**config.mk**
```make
export PLATFORM = sky130hd
export DESIGN_NAME = apb_cmd_arbiter_flat
export DESIGN_NICKNAME = d
export VERILOG_FILES = /design/src/rtl/apb_cmd_arbiter_if.sv /design/src/rtl/apb_cmd_arbiter.sv /design/src/flat_wrapper.sv
export SDC_FILE = /design/constraint.sdc
export NUM_CORES = 1
export LEC_CHECK = 0
export CAP_MARGIN = 30
export CORE_ASPECT_RATIO = 0.7
export CORE_MARGIN = 1
export CORE_UTILIZATION = 48
export DETAILED_ROUTE_END_ITERATION = 16
export PLACE_DENSITY = 0.85
export SKIP_CTS_REPAIR_TIMING = 1
export SLEW_MARGIN = 20
export SYNTH_ARGS = -nofsm -noshare
export SYNTH_HDL_FRONTEND = slang
export SYNTH_SLANG_ARGS = --single-unit
```
**constraint.sdc**
```tcl
create_clock -name clk -period 4.42 [get_ports clk]
set_input_delay 0.884 -clock clk [delete_from_list [all_inputs] [get_ports clk]]
set_output_delay 0.884 -clock clk [all_outputs]
set_load 0.01 [all_outputs]
```
**src/rtl/apb_cmd_arbiter_if.sv**
```systemverilog
// Bundle of the two requester ports and the APB-master command port of apb_cmd_arbiter.
// The arbiter connects through the slave modport; its environment connects through master.
interface apb_cmd_arbiter_if;
  logic       req0, req1;
  logic       rd0, rd1;
  logic [7:0] addr0, addr1;
  logic [7:0] wdata0, wdata1;
  logic       done0, done1;
  logic       err0, err1;
  logic [7:0] rdata0, rdata1;
  logic [1:0] gnt;
  logic       cmd_valid;
  logic       cmd_read;
  logic [7:0] cmd_waddr, cmd_raddr;
  logic [7:0] cmd_wdata;
  logic       cmd_busy;
  logic [7:0] cmd_rdata;

  modport slave (
    input  req0, req1, rd0, rd1, addr0, addr1, wdata0, wdata1, cmd_busy, cmd_rdata,
    output done0, done1, err0, err1, rdata0, rdata1, gnt,
           cmd_valid, cmd_read, cmd_waddr, cmd_raddr, cmd_wdata
  );

  modport master (
    output req0, req1, rd0, rd1, addr0, addr1, wdata0, wdata1, cmd_busy, cmd_rdata,
    input  done0, done1, err0, err1, rdata0, rdata1, gnt,
           cmd_valid, cmd_read, cmd_waddr, cmd_raddr, cmd_wdata
  );
endinterface

```
**src/rtl/apb_cmd_arbiter.sv**
```systemverilog
// Two-requester round-robin arbiter feeding one APB master command port,
// with a per-phase timeout that aborts a stuck transfer with an err pulse.
module apb_cmd_arbiter #(
  parameter logic [7:0] TIMEOUT = 8'd255
) (
  input logic               clk,
  input logic               rst,
  apb_cmd_arbiter_if.slave  bus
);

  typedef enum logic [1:0] {IDLE, ISSUE, WAIT, RESP} state_t;

  state_t          state_reg;
  logic [1:0]      gnt_reg;
  logic            owner_reg;
  logic            last_reg;
  logic            rd_reg;
  logic [7:0]      addr_reg;
  logic [7:0]      wdata_reg;
  logic [7:0]      cnt_reg;
  logic            cmd_valid_reg;
  logic [1:0]      done_reg;
  logic [1:0]      err_reg;
  logic [1:0][7:0] rdata_reg;

  logic       pick;
  logic [7:0] cnt_inc;
  logic       cnt_expired;

  // On a tie the requester not served last wins; otherwise the lone requester.
  assign pick        = (bus.req0 && bus.req1) ? ~last_reg : bus.req1;
  assign cnt_inc     = cnt_reg + 8'd1;
  assign cnt_expired = (cnt_inc == TIMEOUT);

  always_ff @(posedge clk or negedge rst) begin
    if (!rst) begin
      state_reg     <= IDLE;
      gnt_reg       <= 2'b00;
      owner_reg     <= 1'b0;
      last_reg      <= 1'b1;
      rd_reg        <= 1'b0;
      addr_reg      <= 8'h00;
      wdata_reg     <= 8'h00;
      cnt_reg       <= 8'h00;
      cmd_valid_reg <= 1'b0;
      done_reg      <= 2'b00;
      err_reg       <= 2'b00;
      rdata_reg     <= '0;
    end else begin
      case (state_reg)
        IDLE: begin
          if (bus.req0 || bus.req1) begin
            owner_reg     <= pick;
            gnt_reg       <= pick ? 2'b10 : 2'b01;
            rd_reg        <= pick ? bus.rd1 : bus.rd0;
            addr_reg      <= pick ? bus.addr1 : bus.addr0;
            wdata_reg     <= pick ? bus.wdata1 : bus.wdata0;
            cnt_reg       <= 8'h00;
            cmd_valid_reg <= 1'b1;
            state_reg     <= ISSUE;
          end
        end
        ISSUE: begin
          if (bus.cmd_busy) begin
            cmd_valid_reg <= 1'b0;
            cnt_reg       <= 8'h00;
            state_reg     <= WAIT;
          end else if (cnt_expired) begin
            cmd_valid_reg       <= 1'b0;
            err_reg[owner_reg]  <= 1'b1;
            state_reg           <= RESP;
          end else begin
            cnt_reg <= cnt_inc;
          end
        end
        WAIT: begin
          // A completion on the same edge as expiry still counts as success.
          if (!bus.cmd_busy) begin
            done_reg[owner_reg] <= 1'b1;
            if (rd_reg) begin
              rdata_reg[owner_reg] <= bus.cmd_rdata;
            end
            state_reg <= RESP;
          end else if (cnt_expired) begin
            err_reg[owner_reg] <= 1'b1;
            state_reg          <= RESP;
          end else begin
            cnt_reg <= cnt_inc;
          end
        end
        RESP: begin
          done_reg  <= 2'b00;
          err_reg   <= 2'b00;
          gnt_reg   <= 2'b00;
          last_reg  <= owner_reg;
          state_reg <= IDLE;
        end
        default: state_reg <= IDLE;
      endcase
    end
  end

  assign bus.gnt       = gnt_reg;
  assign bus.cmd_valid = cmd_valid_reg;
  assign bus.cmd_read  = rd_reg;
  assign bus.cmd_waddr = addr_reg;
  assign bus.cmd_raddr = addr_reg;
  assign bus.cmd_wdata = wdata_reg;
  assign bus.done0     = done_reg[0];
  assign bus.done1     = done_reg[1];
  assign bus.err0      = err_reg[0];
  assign bus.err1      = err_reg[1];
  assign bus.rdata0    = rdata_reg[0];
  assign bus.rdata1    = rdata_reg[1];

endmodule

```
**src/flat_wrapper.sv**
```systemverilog
// flat-port wrapper written by rule: the top's interface ports become plain ports
module apb_cmd_arbiter_flat 
#(
  parameter logic [7:0] TIMEOUT = 8'd255
)
  (clk, rst, bus_req0, bus_req1, bus_rd0, bus_rd1, bus_addr0, bus_addr1, bus_wdata0, bus_wdata1, bus_cmd_busy, bus_cmd_rdata, bus_done0, bus_done1, bus_err0, bus_err1, bus_rdata0, bus_rdata1, bus_gnt, bus_cmd_valid, bus_cmd_read, bus_cmd_waddr, bus_cmd_raddr, bus_cmd_wdata);
  apb_cmd_arbiter_if bus_i ();
  input logic clk;
  input logic rst;
  input wire logic [$bits(bus_i.req0)-1:0] bus_req0;
  input wire logic [$bits(bus_i.req1)-1:0] bus_req1;
  input wire logic [$bits(bus_i.rd0)-1:0] bus_rd0;
  input wire logic [$bits(bus_i.rd1)-1:0] bus_rd1;
  input wire logic [$bits(bus_i.addr0)-1:0] bus_addr0;
  input wire logic [$bits(bus_i.addr1)-1:0] bus_addr1;
  input wire logic [$bits(bus_i.wdata0)-1:0] bus_wdata0;
  input wire logic [$bits(bus_i.wdata1)-1:0] bus_wdata1;
  input wire logic [$bits(bus_i.cmd_busy)-1:0] bus_cmd_busy;
  input wire logic [$bits(bus_i.cmd_rdata)-1:0] bus_cmd_rdata;
  output wire logic [$bits(bus_i.done0)-1:0] bus_done0;
  output wire logic [$bits(bus_i.done1)-1:0] bus_done1;
  output wire logic [$bits(bus_i.err0)-1:0] bus_err0;
  output wire logic [$bits(bus_i.err1)-1:0] bus_err1;
  output wire logic [$bits(bus_i.rdata0)-1:0] bus_rdata0;
  output wire logic [$bits(bus_i.rdata1)-1:0] bus_rdata1;
  output wire logic [$bits(bus_i.gnt)-1:0] bus_gnt;
  output wire logic [$bits(bus_i.cmd_valid)-1:0] bus_cmd_valid;
  output wire logic [$bits(bus_i.cmd_read)-1:0] bus_cmd_read;
  output wire logic [$bits(bus_i.cmd_waddr)-1:0] bus_cmd_waddr;
  output wire logic [$bits(bus_i.cmd_raddr)-1:0] bus_cmd_raddr;
  output wire logic [$bits(bus_i.cmd_wdata)-1:0] bus_cmd_wdata;
  assign bus_i.req0 = bus_req0;
  assign bus_i.req1 = bus_req1;
  assign bus_i.rd0 = bus_rd0;
  assign bus_i.rd1 = bus_rd1;
  assign bus_i.addr0 = bus_addr0;
  assign bus_i.addr1 = bus_addr1;
  assign bus_i.wdata0 = bus_wdata0;
  assign bus_i.wdata1 = bus_wdata1;
  assign bus_i.cmd_busy = bus_cmd_busy;
  assign bus_i.cmd_rdata = bus_cmd_rdata;
  assign bus_done0 = bus_i.done0;
  assign bus_done1 = bus_i.done1;
  assign bus_err0 = bus_i.err0;
  assign bus_err1 = bus_i.err1;
  assign bus_rdata0 = bus_i.rdata0;
  assign bus_rdata1 = bus_i.rdata1;
  assign bus_gnt = bus_i.gnt;
  assign bus_cmd_valid = bus_i.cmd_valid;
  assign bus_cmd_read = bus_i.cmd_read;
  assign bus_cmd_waddr = bus_i.cmd_waddr;
  assign bus_cmd_raddr = bus_i.cmd_raddr;
  assign bus_cmd_wdata = bus_i.cmd_wdata;
  apb_cmd_arbiter #(.TIMEOUT(TIMEOUT)) u_core (.clk(clk), .rst(rst), .bus(bus_i));
endmodule
```
==> results.ini, run 1 <==
[run_status]
run_status = finished, final reports clean

[sta]
grt_setup_unrepaired = false
fin_crit_sh = 0.607
layout_min_cycle_time_ns = 2.68
timing.fmax_mhz = 373
tns_ns = 0
clock_skew_ns = 0.00908
slew_headroom = 0.567
tightest_slew_ns = 0.649
setup_viol = 0
slew_violations = 0
setup_ws_ns = 1.74
finalHoldViolCount = 0

[die]
fp.dieW_um = 89.8
die_y_um = 63.5
die-area_um2 = 5700
ios = 95
coreArea_um2 = 4990
start_util = 0.519
rows = 21

[detailed_routing]
vias_per_cell = 5.38
drt-initial-drc-count = 140
drc_errors = 0
wirelength_um = 6220
ant_nets = 0
vias = 2118
first_pass_iters = 4
wire_per_inst_um = 15.8

[yosys]
synthCells = 239
synth_top_area_cell = dfrtp_1
synth-seq-cells = 52
yosys.area.top_type_share = 0.493
ys_warn_count = 0
synth-edff-count = 0
async_reset_ff_frac = 1.00
avgSynthCellArea_um2 = 10.8
netlist_area_um2 = 2590
synth_ff_type = dfrtp_1
yosys-top-cells-area = dfrtp_1 (49%), mux2_2 (7.4%), mux2i_1 (5.8%)
yosysUniqueCellTypes = 41
synth_fp_nets = 293
seq_area_frac_synth = 0.503

[min_path]
whs_path_depth = 2
hold_path_class = reg2reg

[final_layout]
final_common_cell = clkdlybuf4s50_1
diodes = 0
final_cells = 394
nFillCells = 358
fin_nets = 378
final_cell_mix = clkdlybuf4s50_1 (93), dfrtp_1 (51), nand2_1 (34)
final_area_um2 = 3620
drive_gt1_frac = 0.123
finish.utilization = 0.725
syn2layout_area_growth_pct = 39.7

[worst_setup_path]
critical_path_arrival_ns = 2.82
crit_path_max_fanout = 7
critPathKind = in2reg
end_kind = flop
rr_worst_depth = 7
startpoint_type = input port
cp.required_ns = 4.56

[clock_network]
cts_htree_levels = 2
cts_tree = yes
clk_latency_ns = 0.30
clk_pin_slew_ns = 0.10
clock-sinks = 52
clockBufferDepth = 2
cts-root-buf = clkbuf_8
cts_made_buffers = 5

[power_and_ir_drop]
p_leak_uw = 0.00157
peakVddDrop_v = 0.000329
powerDensity_nw_per_um2 = 614

[global_routing]
gr-total-overflow = 0
grt_start_max_net_pins = 53
grt_pass1_wl_um = 10300
grtUsageTotal = 0.232
grt_antenna_before_repair = 0
grt_pass1_vias = 2027

[placement]
placed_cells = 386
io_buffer_count = 94
routabilityCongestion = 0.949
dp_worst_setup_slack_ns = 1.52
place_area_um2 = 3530
dp_hpwl_um = 4620

[run]
drv_cap = 0

## layout make-up
cell class              count  area (µm²)  share of cell area
multi-input cells         161        1150               0.319
well taps                  69        86.3              0.0238
clock inverters             3        21.3             0.00587
repair buffers             97         962               0.266
clock buffers               5        68.8              0.0190
inverters                   7        26.3             0.00726
flip-flops and latches     52        1300               0.360
## path summary, 6_finish.rpt
check / start / to / slack, ns
min in group asynchronous: rst / u_core.bus.rdata1[2]$_DFFE_PN0P_ / 0.69
max in group asynchronous: rst / u_core.state_reg[1]$_DFFE_PN0N_ / 3.30
worst min register to register: u_core.bus.cmd_wdata[0]$_DFFE_PN0P_ / u_core.bus.cmd_wdata[0]$_DFFE_PN0P_ / 0.50
worst max-delay path: bus_cmd_busy / u_core.cnt_reg[0]$_DFFE_PN0P_ / 1.74
worst max register to register: u_core.state_reg[0]$_DFFE_PN0N_ / u_core.cnt_reg[0]$_DFFE_PN0P_ / 1.77
worst min-delay path: u_core.bus.cmd_wdata[0]$_DFFE_PN0P_ / u_core.bus.cmd_wdata[0]$_DFFE_PN0P_ / 0.50
## cells by family (layout without fill, tap and decap cells)
family                   count (synthesis)  count (layout)  synth area share
AO/OA/AOI/OAI                           56              56             0.154
multiplexers                            32              32             0.132
AND/OR/NAND/NOR                         63              63             0.113
adder cells (fa/ha/maj)                  7               7            0.0338
buffers and inverters                   26             112            0.0550
XOR/XNOR                                 3               3            0.0101
flip-flops                              52              52             0.503
## report_power, final
part           total, µW  switching (µW)  internal [µW]
clock                272             160            113
combinational       1130             505            627
sequential           821             144            677
total               2230             809           1420
## through the flow
stage	total power (µW)	hold WS, ns
final	2230	0.496
after global routing	2380	0.534
after CTS	2240	0.506
after detailed placement	1960	0.474
after global placement	1910	0.465
after floorplan	1410	0.457
## metal layers
| layer | GRT usage | vias up | routed length, µm |
|---|---|---|---|
| li1 | - | 1013 | - |
| met1 | 0.336 | 1004 | 2980 |
| met2 | 0.363 | 99 | 2820 |
| met3 | 0.0459 | 2 | 399 |
| met4 | 0.0492 | 0 | 16 |
| met5 | 0 | - | 0 |
## synth_stat cells, drive strengths merged, types with 5 or more instances
cell and instances:
clkbuf 6, nand2 34, inv 7, mux2i 15, nor2 6, o21ai 25, dfrtp 51, buf 13
mux2 17, a22o 9, ha 7, nand3 6, a21oi 5, nor3 6
## critical path, cell delays in order
cell	delay [ns]
clkdlybuf4s50_1	0.62
and2b_2	0.27
o21ai_0	0.42
nor2_1	0.21
o311ai_0	0.21
o311ai_2	0.21
Power figures use the tool's default switching activity.
==> inputs of run 2 (changes only) <==
- CORE_UTILIZATION: 48 -> 45
- PLACE_DENSITY: 0.85 -> 0.81
- clock period: 4.42 -> 2.62 ns (I/O delays scaled with it)
==> results.ini, run 2 (synthesis results as in run 1) <==
[detailed_routing]
vias_per_cell = 5.27
drt-initial-drc-count = 100
wirelength_um = 6490
wire_per_inst_um = 16.1
ant_nets = 0
vias = 2117
drc_errors = 0
first_pass_iters = 4

[worst_setup_path]
reg2reg_slack_ns = 0.35
crit_chain = inv_1, ha_1, nor2b_1, or3_4, nor2_1, o311ai_0, o311ai_2
cp_slowest_cell = dfrtp_1
critPathKind = reg2reg
end_kind = flop
startpoint_type = flop
path_buf_inv = 1
cpLargestDelayFamily = simple AND/OR/NAND/NOR gates
cp.required_ns = 2.84
crit_path_max_incr_delay_ns = 0.43
crit_path_max_fanout = 6
critical_path_arrival_ns = 2.49

[placement]
dp_hpwl_um = 5090
routabilityCongestion = 0.962
place_area_um2 = 3580
io_buffer_count = 94

[power_and_ir_drop]
peakVddDrop_v = 0.000607
powerDensity_nw_per_um2 = 1050
p_leak_uw = 0.00161

[clock_network]
clk_latency_ns = 0.30
cts-root-buf = clkbuf_8
clock-sinks = 52
clockBufferDepth = 2
cts_htree_levels = 2
clk_pin_slew_ns = 0.10
cts_made_buffers = 5
cts_tree = yes

[die]
ios = 95
coreArea_um2 = 5400
rows = 22
die-area_um2 = 6070
die_y_um = 65.5
fp.dieW_um = 92.7
start_util = 0.480

[sta]
tightest_slew_ns = 0.660
slew_headroom = 0.559
fin_crit_sh = 0.867
slew_violations = 0
setup_viol = 0
clock_skew_ns = 0.00971
timing.fmax_mhz = 440
layout_min_cycle_time_ns = 2.27
tns_ns = 0
grt_setup_unrepaired = false
finalHoldViolCount = 0

[run_status]
run_status = finished, final reports clean

[global_routing]
grt_pass1_vias = 2109
grtUsageTotal = 0.224
grt_start_max_net_pins = 31
grt_antenna_before_repair = 0
grt_pass1_wl_um = 10400
gr-total-overflow = 0

[final_layout]
drive_gt1_frac = 0.133
final_cell_mix = clkdlybuf4s50_1 (93), dfrtp_1 (51), nand2_1 (34)
fin_nets = 383
syn2layout_area_growth_pct = 42.5
final_area_um2 = 3690
diodes = 0
final_common_cell = clkdlybuf4s50_1
nFillCells = 429

[run]
drv_cap = 0

[min_path]
hold_path_class = in2async

## run 2: changes by cell type in the layout (fill, tap and decap cells not counted), sizes merged
cell	delta
clkbuf	+1
bufinv	+1
clkinvlp	-1
buf	+5
clkinv	-1
## run 2: path summary, 6_finish.rpt
check	from	cells after the start	to
max	u_core.state_reg[0]$_DFFE_PN0N_	7	u_core.cnt_reg[0]$_DFFE_PN0P_
min	rst	1	u_core.state_reg[1]$_DFFE_PN0N_
max reg2reg	u_core.state_reg[0]$_DFFE_PN0N_	7	u_core.cnt_reg[0]$_DFFE_PN0P_
min reg2reg	u_core.bus.cmd_wdata[1]$_DFFE_PN0P_	2	u_core.bus.cmd_wdata[1]$_DFFE_PN0P_
max in group asynchronous	rst	2	u_core.bus.rdata0[6]$_DFFE_PN0P_
min in group clk	u_core.bus.cmd_wdata[1]$_DFFE_PN0P_	2	u_core.bus.cmd_wdata[1]$_DFFE_PN0P_
## run 2: routing by layer
layer / vias to the layer above / wire length, µm / track usage
met5: - / 0 / 0
met2: 94 / 2920 / 0.355
li1: 1019 / - / -
met1: 997 / 2960 / 0.317
met3: 7 / 550 / 0.0463
met4: 0 / 63 / 0.0577
## run 2: through the flow
stage               power (µW)  cells  utilization  worst slack [ns]  hold WS (ns)
floorplan                 2370    239            -             0.635         0.228
global placement          3290    394        0.664             0.239         0.452
detailed placement        3360    394        0.664             0.186         0.461
CTS                       3910    402        0.684             0.385         0.129
global route              4150    402        0.684             0.202         0.142
finish                    3890    402        0.684             0.348         0.117
## run 2: final cells by class
type | count | area [µm²] | area share
Inverter | 7 | 26.3 | 0.00712
Tap cell | 72 | 90.1 | 0.0244
Clock inverter | 2 | 38.8 | 0.0105
Multi-Input combinational cell | 161 | 1150 | 0.312
Timing Repair Buffer | 102 | 1010 | 0.273
Sequential cell | 52 | 1300 | 0.353
Clock buffer | 6 | 72.6 | 0.0197
## run 2: report_power, final
part	total [µW]	internal (µW)	switching, µW
logic	1960	1080	880
registers	1380	1140	238
clock network	546	289	257
==> inputs of run 3 (changes only) <==
- CAP_MARGIN: 30 -> 20
==> results of run 3 <==
Same layout as run 2: the final DEF is identical, and so are final timing and power.
